**config.mk**
```make
export PLATFORM = sky130hd
export DESIGN_NAME = condicionador_entradas
export DESIGN_NICKNAME = d
export VERILOG_FILES = /design/src/rtl/condicionador_entradas.sv
export SDC_FILE = /design/constraint.sdc
export NUM_CORES = 1
export LEC_CHECK = 0
export CAP_MARGIN = 20
export CELL_PAD_IN_SITES_DETAIL_PLACEMENT = 1
export CELL_PAD_IN_SITES_GLOBAL_PLACEMENT = 1
export CORE_MARGIN = 5
export CORE_UTILIZATION = 49
export DETAILED_ROUTE_END_ITERATION = 8
export PLACE_DENSITY = 0.94
export SYNTH_ARGS = -nofsm -noshare
export SYNTH_HDL_FRONTEND = slang
export SYNTH_SLANG_ARGS = --single-unit
```
**constraint.sdc**
```tcl
create_clock -name CLOCK_50 -period 3.1 [get_ports CLOCK_50]
set_input_delay 0.31 -clock CLOCK_50 [delete_from_list [all_inputs] [get_ports CLOCK_50]]
set_output_delay 0.31 -clock CLOCK_50 [all_outputs]
set_load 0.005 [all_outputs]
```
**src/rtl/condicionador_entradas.sv**
```systemverilog
// Input conditioner: 2-flop sync + per-channel debounce for acao/aberto/fechado, acao edge pulse, sensor fault.
// Optional macro COND_ACAO_TOGGLE_EN: acao output toggles on each debounced press (push-button mode).
module condicionador_entradas #(
  parameter int DEBOUNCE_CYCLES = 50000,
  parameter int CNT_W           = 16
) (
  input  logic CLOCK_50,
  input  logic reset,
  input  logic sw_acao,
  input  logic sw_aberto,
  input  logic sw_fechado,
  output logic acao,
  output logic aberto,
  output logic fechado,
  output logic acao_pulse,
  output logic sensor_fault
);

  // state | meaning
  // IDLE  | synchronised input matches the accepted level, counter held at 0
  // COUNT | input differs from the accepted level, counting consecutive cycles
  typedef enum logic {IDLE, COUNT} deb_state_t;

  localparam logic [CNT_W-1:0] CNT_TC = CNT_W'(DEBOUNCE_CYCLES - 1);

  // channel index: 0 = acao, 1 = aberto, 2 = fechado
  logic [2:0]       raw;
  logic [2:0]       sync1, sync2;
  logic [2:0]       stable, stable_nxt;
  deb_state_t       state [3];
  deb_state_t       state_nxt [3];
  logic [CNT_W-1:0] cnt [3];
  logic [CNT_W-1:0] cnt_nxt [3];
  logic             acao_rise;

  assign raw = {sw_fechado, sw_aberto, sw_acao};

  always_comb begin
    stable_nxt = stable;
    for (int i = 0; i < 3; i++) begin
      state_nxt[i] = state[i];
      cnt_nxt[i]   = cnt[i];
      unique case (state[i])
        IDLE: begin
          if (sync2[i] != stable[i]) begin
            cnt_nxt[i]   = CNT_W'(1);
            state_nxt[i] = COUNT;
          end else begin
            cnt_nxt[i] = '0;
          end
        end
        COUNT: begin
          if (sync2[i] == stable[i]) begin
            cnt_nxt[i]   = '0;
            state_nxt[i] = IDLE;
          end else if (cnt[i] == CNT_TC) begin
            stable_nxt[i] = sync2[i];
            cnt_nxt[i]    = '0;
            state_nxt[i]  = IDLE;
          end else begin
            cnt_nxt[i] = cnt[i] + CNT_W'(1);
          end
        end
        default: begin
          cnt_nxt[i]   = '0;
          state_nxt[i] = IDLE;
        end
      endcase
    end
  end

  // pulse is registered alongside the level so both rise on the same edge
  assign acao_rise = ~stable[0] & stable_nxt[0];

  always_ff @(posedge CLOCK_50) begin
    if (reset) begin
      sync1        <= '0;
      sync2        <= '0;
      stable       <= '0;
      acao_pulse   <= 1'b0;
      sensor_fault <= 1'b0;
      for (int i = 0; i < 3; i++) begin
        state[i] <= IDLE;
        cnt[i]   <= '0;
      end
    end else begin
      sync1        <= raw;
      sync2        <= sync1;
      stable       <= stable_nxt;
      acao_pulse   <= acao_rise;
      sensor_fault <= stable[1] & stable[2];
      for (int i = 0; i < 3; i++) begin
        state[i] <= state_nxt[i];
        cnt[i]   <= cnt_nxt[i];
      end
    end
  end

`ifdef COND_ACAO_TOGGLE_EN
  logic acao_tgl;

  always_ff @(posedge CLOCK_50) begin
    if (reset) acao_tgl <= 1'b0;
    else       acao_tgl <= acao_tgl ^ acao_rise;
  end

  assign acao = acao_tgl;
`else
  assign acao = stable[0];
`endif

  assign aberto  = stable[1];
  assign fechado = stable[2];

endmodule

```
==> metrics.csv, run 1 <==
metric;value;unit
synth_edf_count;0;
dp_hpwl;4.39;mm
register_area;1240;sq um
fp.dieH;83.2;microns
vias;2214;
drt_iter0_drc;99;
r2r_cells;5;
cts_tree;done;
vias_per_cell;5.81;
fmax;418;MHz
final_cell_mix;dfxtp_1 (62), nor2_1 (53), xnor2_1 (35), nand3_1 (18), nand4_1 (16);
period_share;0.771;
hold_path_depth;1;
status;completed;
die_w;83.2;microns
cts_hold_buf;0;
cp_slowest_cell;o211ai_2;
crit_chain;ha_1, nand3_1, or4_4, o211ai_2, nor2_1;
nFillCells;617;
syn_area;2620;sq um
rrSetupSlack;710;ps
tns;0;ps
clk_latency;350;ps
setup_viol;0;
synth.yosys.seq_area_share;0.473;
rsz0062_at_grt;no;
crit_path_max_fanout;15;
crit_buf_inv;0;
finalWirelength;7.04;mm
yosysUniqueCellTypes;33;
htreeDepth;3;
required;3280;ps
cts_resized;0;
async_flop_share;0;
multiInputGateArea;1300;sq um
die_area;6920;sq um
ir_drop;0.376;mV
grt_first_pass_wirelength;12.1;mm
hold_path_startpoint;sync1[2]$_SDFF_PP0_;
clkTransAtPathRegs;70;ps
synth_seq_cells;62;
cts.path.max_buffers;2;
core-area;5140;sq um
period_needed;2390;ps
slew_viol_final;0;
cts_buffers;9;
hold_class;reg -> reg;
synthFlopType;dfxtp_1;
ioPinCount;10;
leakagePower;0.869;nW
synth.net_count;301;
critical_path_class;reg -> reg;
fin_skew;10.7;ps
wl_per_cell;18.5;microns
max_slew.worst_pin.slew;686;ps
r2r_start;cnt[0][16]$_SDFF_PP0_;
layout.cells.most_common;dfxtp_1;
remaining_drc_errors;0;
port_buffers;9;
hold_viol;0;
grtUsageTotal;0.221;
postSynthAreaPerCell;8.95;sq um
num_rows;26;
start_util;0.510;
grt-ovfl-total;0;
grt_max_degree;18;
antenna_found_initial;0;
worstHoldEndpoint;sync2[2]$_SDFF_PP0_;
yosys_warnings;0;
cellPowerDensity;546;nW/um^2
clock_sinks;62;
critPathLaunchType;flop;
post_cts_buffers;0;
area_growth;14.3;%
synth_cells;293;
insertedDiodeCount;0;
drtPass1Iterations;4;
crit_family;simple AND/OR/NAND/NOR gates;
route.antenna.remaining_nets;0;
maxCapViolCount;0;
finalWeightedCongestion;0.820;
arrival;2570;ps
cts.root.buffer_cell;clkbuf_8;
grt_pass1_vias;2418;
maxSlewHeadroom;0.541;
final_layout_size_suffix_gt1_frac;0.0611;
cp_slowest_stage_delay;590;ps
final_core_util;0.583;
end_kind;flop;
worstReg2RegEnd;cnt[0][27]$_SDFF_PP0_;
nets;315;
==> per-stage QoR <==
stage          hold slack [ps]  cells  area (sq um)  total power (W)  worst slack [ps]
4_1_cts                    465    381          3000          0.00164               746
6_report                   457    381          3000          0.00164               710
5_1_grt                    476    381          3000          0.00169               584
3_5_place_dp               427    366          2780         0.000842               770
3_3_place_gp               417    366          2780         0.000841               882
2_1_floorplan              382    293          2620         0.000833              1080
==> area by class of cell <==
cell class                      count  area share
Clock buffer                       11      0.0505
Clock inverter                      4      0.0234
Inverter                           15      0.0188
Multi-Input combinational cell    210       0.434
Sequential cell                    62       0.414
Tap cell                           70      0.0292
Timing Repair Buffer                9      0.0301
==> worst reg2reg max path: stages, from the launching register on <==
cell	delay, ps
dfxtp_1	400
ha_1	210
nand3_1	310
or4_4	560
o211ai_2	590
nor2_1	160
==> synth_stat cells, types with 2 or more instances <==
| library cell | instances | area (sq um) |
|---|---|---|
| a21boi_0 | 2 | 15.0 |
| a21oi_1 | 2 | 10.0 |
| and3_1 | 3 | 18.8 |
| buf_2 | 2 | 10.0 |
| clkbuf_1 | 4 | 15.0 |
| dfxtp_1 | 62 | 1240 |
| ha_1 | 3 | 37.5 |
| inv_1 | 15 | 56.3 |
| nand2_1 | 11 | 41.3 |
| nand3_1 | 18 | 90.1 |
| nand4_1 | 16 | 100 |
| nor2_1 | 53 | 199 |
| nor2b_1 | 7 | 43.8 |
| nor3_1 | 12 | 60.1 |
| nor4_1 | 12 | 75.1 |
| nor4b_1 | 2 | 17.5 |
| nor4bb_1 | 2 | 20.0 |
| o21a_1 | 3 | 22.5 |
| o21ai_0 | 2 | 10.0 |
| or3_1 | 2 | 12.5 |
| or4_1 | 6 | 45.0 |
| xnor2_1 | 35 | 307 |
| xor2_1 | 9 | 78.8 |
==> per-layer routing <==
metal | share of wire | GRT usage | vias up
li1 | - | - | 1043
met1 | 0.42 | 0.258 | 1081
met2 | 0.50 | 0.364 | 59
met3 | 0.041 | 0.0545 | 31
met4 | 0.042 | 0.135 | 0
met5 | 0 | 0 | -
==> state kept, by name, summed over array words and instances (netlist names) <==
name	cells
cnt	48
stable	3
sensor_fault	1
acao_pulse	1
sync1	3
state	3
sync2	3
==> worst max-delay path by stage <==
stage	from	slack (ps)	cells past startpoint	end
after floorplan	cnt[0][28]$_SDFF_PP0_	1080	4	stable[1]$_SDFFE_PP0P_
after global placement	cnt[0][28]$_SDFF_PP0_	880	4	cnt[0][20]$_SDFF_PP0_
after detailed placement	cnt[0][16]$_SDFF_PP0_	770	5	cnt[0][27]$_SDFF_PP0_
after CTS	cnt[0][28]$_SDFF_PP0_	750	4	cnt[0][27]$_SDFF_PP0_
after global routing	cnt[0][16]$_SDFF_PP0_	580	5	cnt[0][27]$_SDFF_PP0_
final	cnt[0][16]$_SDFF_PP0_	710	5	cnt[0][27]$_SDFF_PP0_
==> logic make-up after synthesis <==
group	share of synthesized area
xor+xnor	0.147
flops	0.473
fa+ha+maj	0.0143
buf+inv	0.0310
compound gates	0.0401
simple gates	0.295
==> power breakdown <==
group | internal, W | switching, W
Combinational | 0.00000933 | 0.0000102
Clock | 0.000489 | 0.000322
Sequential | 0.000802 | 0.00000445
Note: power is estimated with default switching activity, not from simulation.
==> inputs of run 2 (changes only) <==
--- a/config.mk
+++ b/config.mk
@@ -9,9 +9,9 @@
 export CELL_PAD_IN_SITES_DETAIL_PLACEMENT = 1
 export CELL_PAD_IN_SITES_GLOBAL_PLACEMENT = 1
 export CORE_MARGIN = 5
-export CORE_UTILIZATION = 49
+export CORE_UTILIZATION = 46
 export DETAILED_ROUTE_END_ITERATION = 8
-export PLACE_DENSITY = 0.94
+export PLACE_DENSITY = 0.9
 export SYNTH_ARGS = -nofsm -noshare
 export SYNTH_HDL_FRONTEND = slang
 export SYNTH_SLANG_ARGS = --single-unit
==> constraint.sdc (replaced) <==
create_clock -name CLOCK_50 -period 2.2 [get_ports CLOCK_50]
set_input_delay 0.22 -clock CLOCK_50 [delete_from_list [all_inputs] [get_ports CLOCK_50]]
set_output_delay 0.22 -clock CLOCK_50 [all_outputs]
set_load 0.005 [all_outputs]
==> metrics.csv, run 2 (synthesis results as in run 1) <==
metric;value;unit;change
max_slew.worst_pin.slew;539;ps;-148 ps
status;completed;;
period_needed;2120;ps;-274 ps
cts.root.buffer_cell;clkbuf_8;;
nets;322;;+2.2%
maxCapViolCount;0;;unchanged
fmax;473;MHz;+13%
final_cell_mix;dfxtp_1 (62), nor2_1 (53), xnor2_1 (35), nand3_1 (18), nand4_1 (16);;
vias_per_cell;5.57;;-4.2%
largest-register;cnt;;
grt_first_pass_wirelength;10.7;mm;-12%
crit_family;simple AND/OR/NAND/NOR gates;;
post_cts_buffers;0;;unchanged
wl_per_cell;15.8;microns;-15%
startpoint;cnt[0][28]$_SDFF_PP0_;;
insertedDiodeCount;0;;unchanged
drtPass1Iterations;4;;unchanged
cp_slowest_stage_delay;550;ps;-40 ps
area_growth;14.6;%;
antenna_found_initial;0;;unchanged
use_met3;0.0442;;-0.0103
die_area;7310;sq um;+5.7%
crit_path_max_fanout;4;;-11
grt_max_degree;16;;-2
clkTransAtPathRegs;70;ps;about the same
timing.hold.ws;437;ps;-20.1 ps
dp_cells;375;;+2.5%
busiest_layer;met2;;
required;2460;ps;-820 ps
core-area;5540;sq um;+7.8%
hold_class;in -> reg;;
rsz0062_at_grt;no;;
arrival;2380;ps;-190 ps
r2r_cells;4;;-1
port_buffers;9;;unchanged
crit_chain;or4_1, or4_4, or4_1, a21oi_1;;
r2r_start;cnt[0][28]$_SDFF_PP0_;;
slew_viol_final;0;;unchanged
cts_buffers;9;;unchanged
layout.cells.most_common;dfxtp_1;;
vias;2172;;-1.9%
grt_pass1_vias;2323;;-3.9%
tns;0;ps;unchanged
fp.dieH;85.5;microns;+2.8%
htreeDepth;3;;unchanged
critPathLaunchType;flop;;
hold_path_startpoint;sw_acao;;
finalWeightedCongestion;0.848;;+3.4%
remaining_drc_errors;0;;unchanged
maxSlewHeadroom;0.632;;+0.0905
crit_buf_inv;0;;unchanged
cts_tree;done;;
cts_hold_buf;0;;unchanged
fin_skew;6.38;ps;-4.33 ps
cellPowerDensity;684;nW/um^2;+25%
die_w;85.5;microns;+2.8%
setup_viol;0;;unchanged
clock_sinks;62;;unchanged
clk_latency;340;ps;about the same
cp_slowest_cell;or4_4;;
period_share;0.962;;+0.191
hold_viol;0;;unchanged
fin_cells;390;;+2.4%
cts_resized;0;;unchanged
leakagePower;0.870;nW;about the same
end_kind;flop;;
num_rows;27;;+3.8%
final_layout_size_suffix_gt1_frac;0.0786;;+0.0175
cts.path.max_buffers;2;;unchanged
start_util;0.474;;-0.0369
ir_drop;0.446;mV;+19%
nFillCells;662;;+7.3%
dp_hpwl;4.14;mm;-5.6%
grtUsageTotal;0.184;;-0.0374
critical_path_depth;4;;-1
grt-ovfl-total;0;;unchanged
cp_common_cell;or4_1;;
ioPinCount;10;;unchanged
drt_iter0_drc;94;;-5.1%
use_met2;0.317;;-0.0473
largest_reg_flops;48;;unchanged
finalWirelength;6.15;mm;-13%
grt.met1_usage;0.211;;-0.0466
critical_path_class;reg -> reg;;
route.antenna.remaining_nets;0;;unchanged
hold_path_depth;2;;+1
[run 2: cell types whose count changed in the layout (fill, tap and decap cells not counted)]
cell,delta
clkinvlp_4,+2
clkbuf_1,+1
clkinv_2,-1
bufinv_16,-2
buf_4,+7
[run 2: area by class of cell]
class | instances | area, sq um | area share
inverter | 15 | 56.3 | 0.0187
timing repair buffer | 16 | 143 | 0.0474
sequential | 62 | 1240 | 0.413
multi-input combinational | 210 | 1300 | 0.433
tap | 72 | 90.1 | 0.0300
clock buffer | 12 | 155 | 0.0516
clock inverter | 3 | 20.0 | 0.00666
[run 2: final timing paths]
path                                  to  slack, ps
setup reg to reg  stable[1]$_SDFFE_PP0P_         80
hold / removal       sync1[0]$_SDFF_PP0_        440
setup / recovery  stable[1]$_SDFFE_PP0P_         80
hold reg to reg      sync2[1]$_SDFF_PP0_        460
[run 2: power breakdown]
| part | total (W) | internal (W) | switching (W) |
|---|---|---|---|
| sequential | 0.00114 | 0.00113 | 0.00000593 |
| combinational | 0.0000274 | 0.0000145 | 0.0000129 |
| clock | 0.000893 | 0.000462 | 0.000431 |
| total | 0.00206 | 0.00161 | 0.000450 |
[run 2: worst reg2reg max path: cells and delay by family (launching register included)]
| family | cells | cell delay (ps) |
|---|---|---|
| flip-flops | 1 | 340 |
| AND/OR/NAND/NOR | 3 | 1550 |
| AO/OA/AOI/OAI | 1 | 150 |
[run 2: through the flow]
step,utilization,setup slack [ps],power [W],area (sq um)
after global placement,0.511,137,0.00119,2830
after CTS,0.543,77.2,0.00208,3010
after detailed placement,0.511,104,0.00119,2830
after floorplan,-,181,0.00117,2620
final,0.543,83.9,0.00206,3010
after global routing,0.543,39.6,0.00214,3010
[run 2: metal layers]
layer,vias up,share of wire
met5,-,0
met4,0,0.016
met3,7,0.026
met2,34,0.51
met1,1077,0.45
li1,1054,-
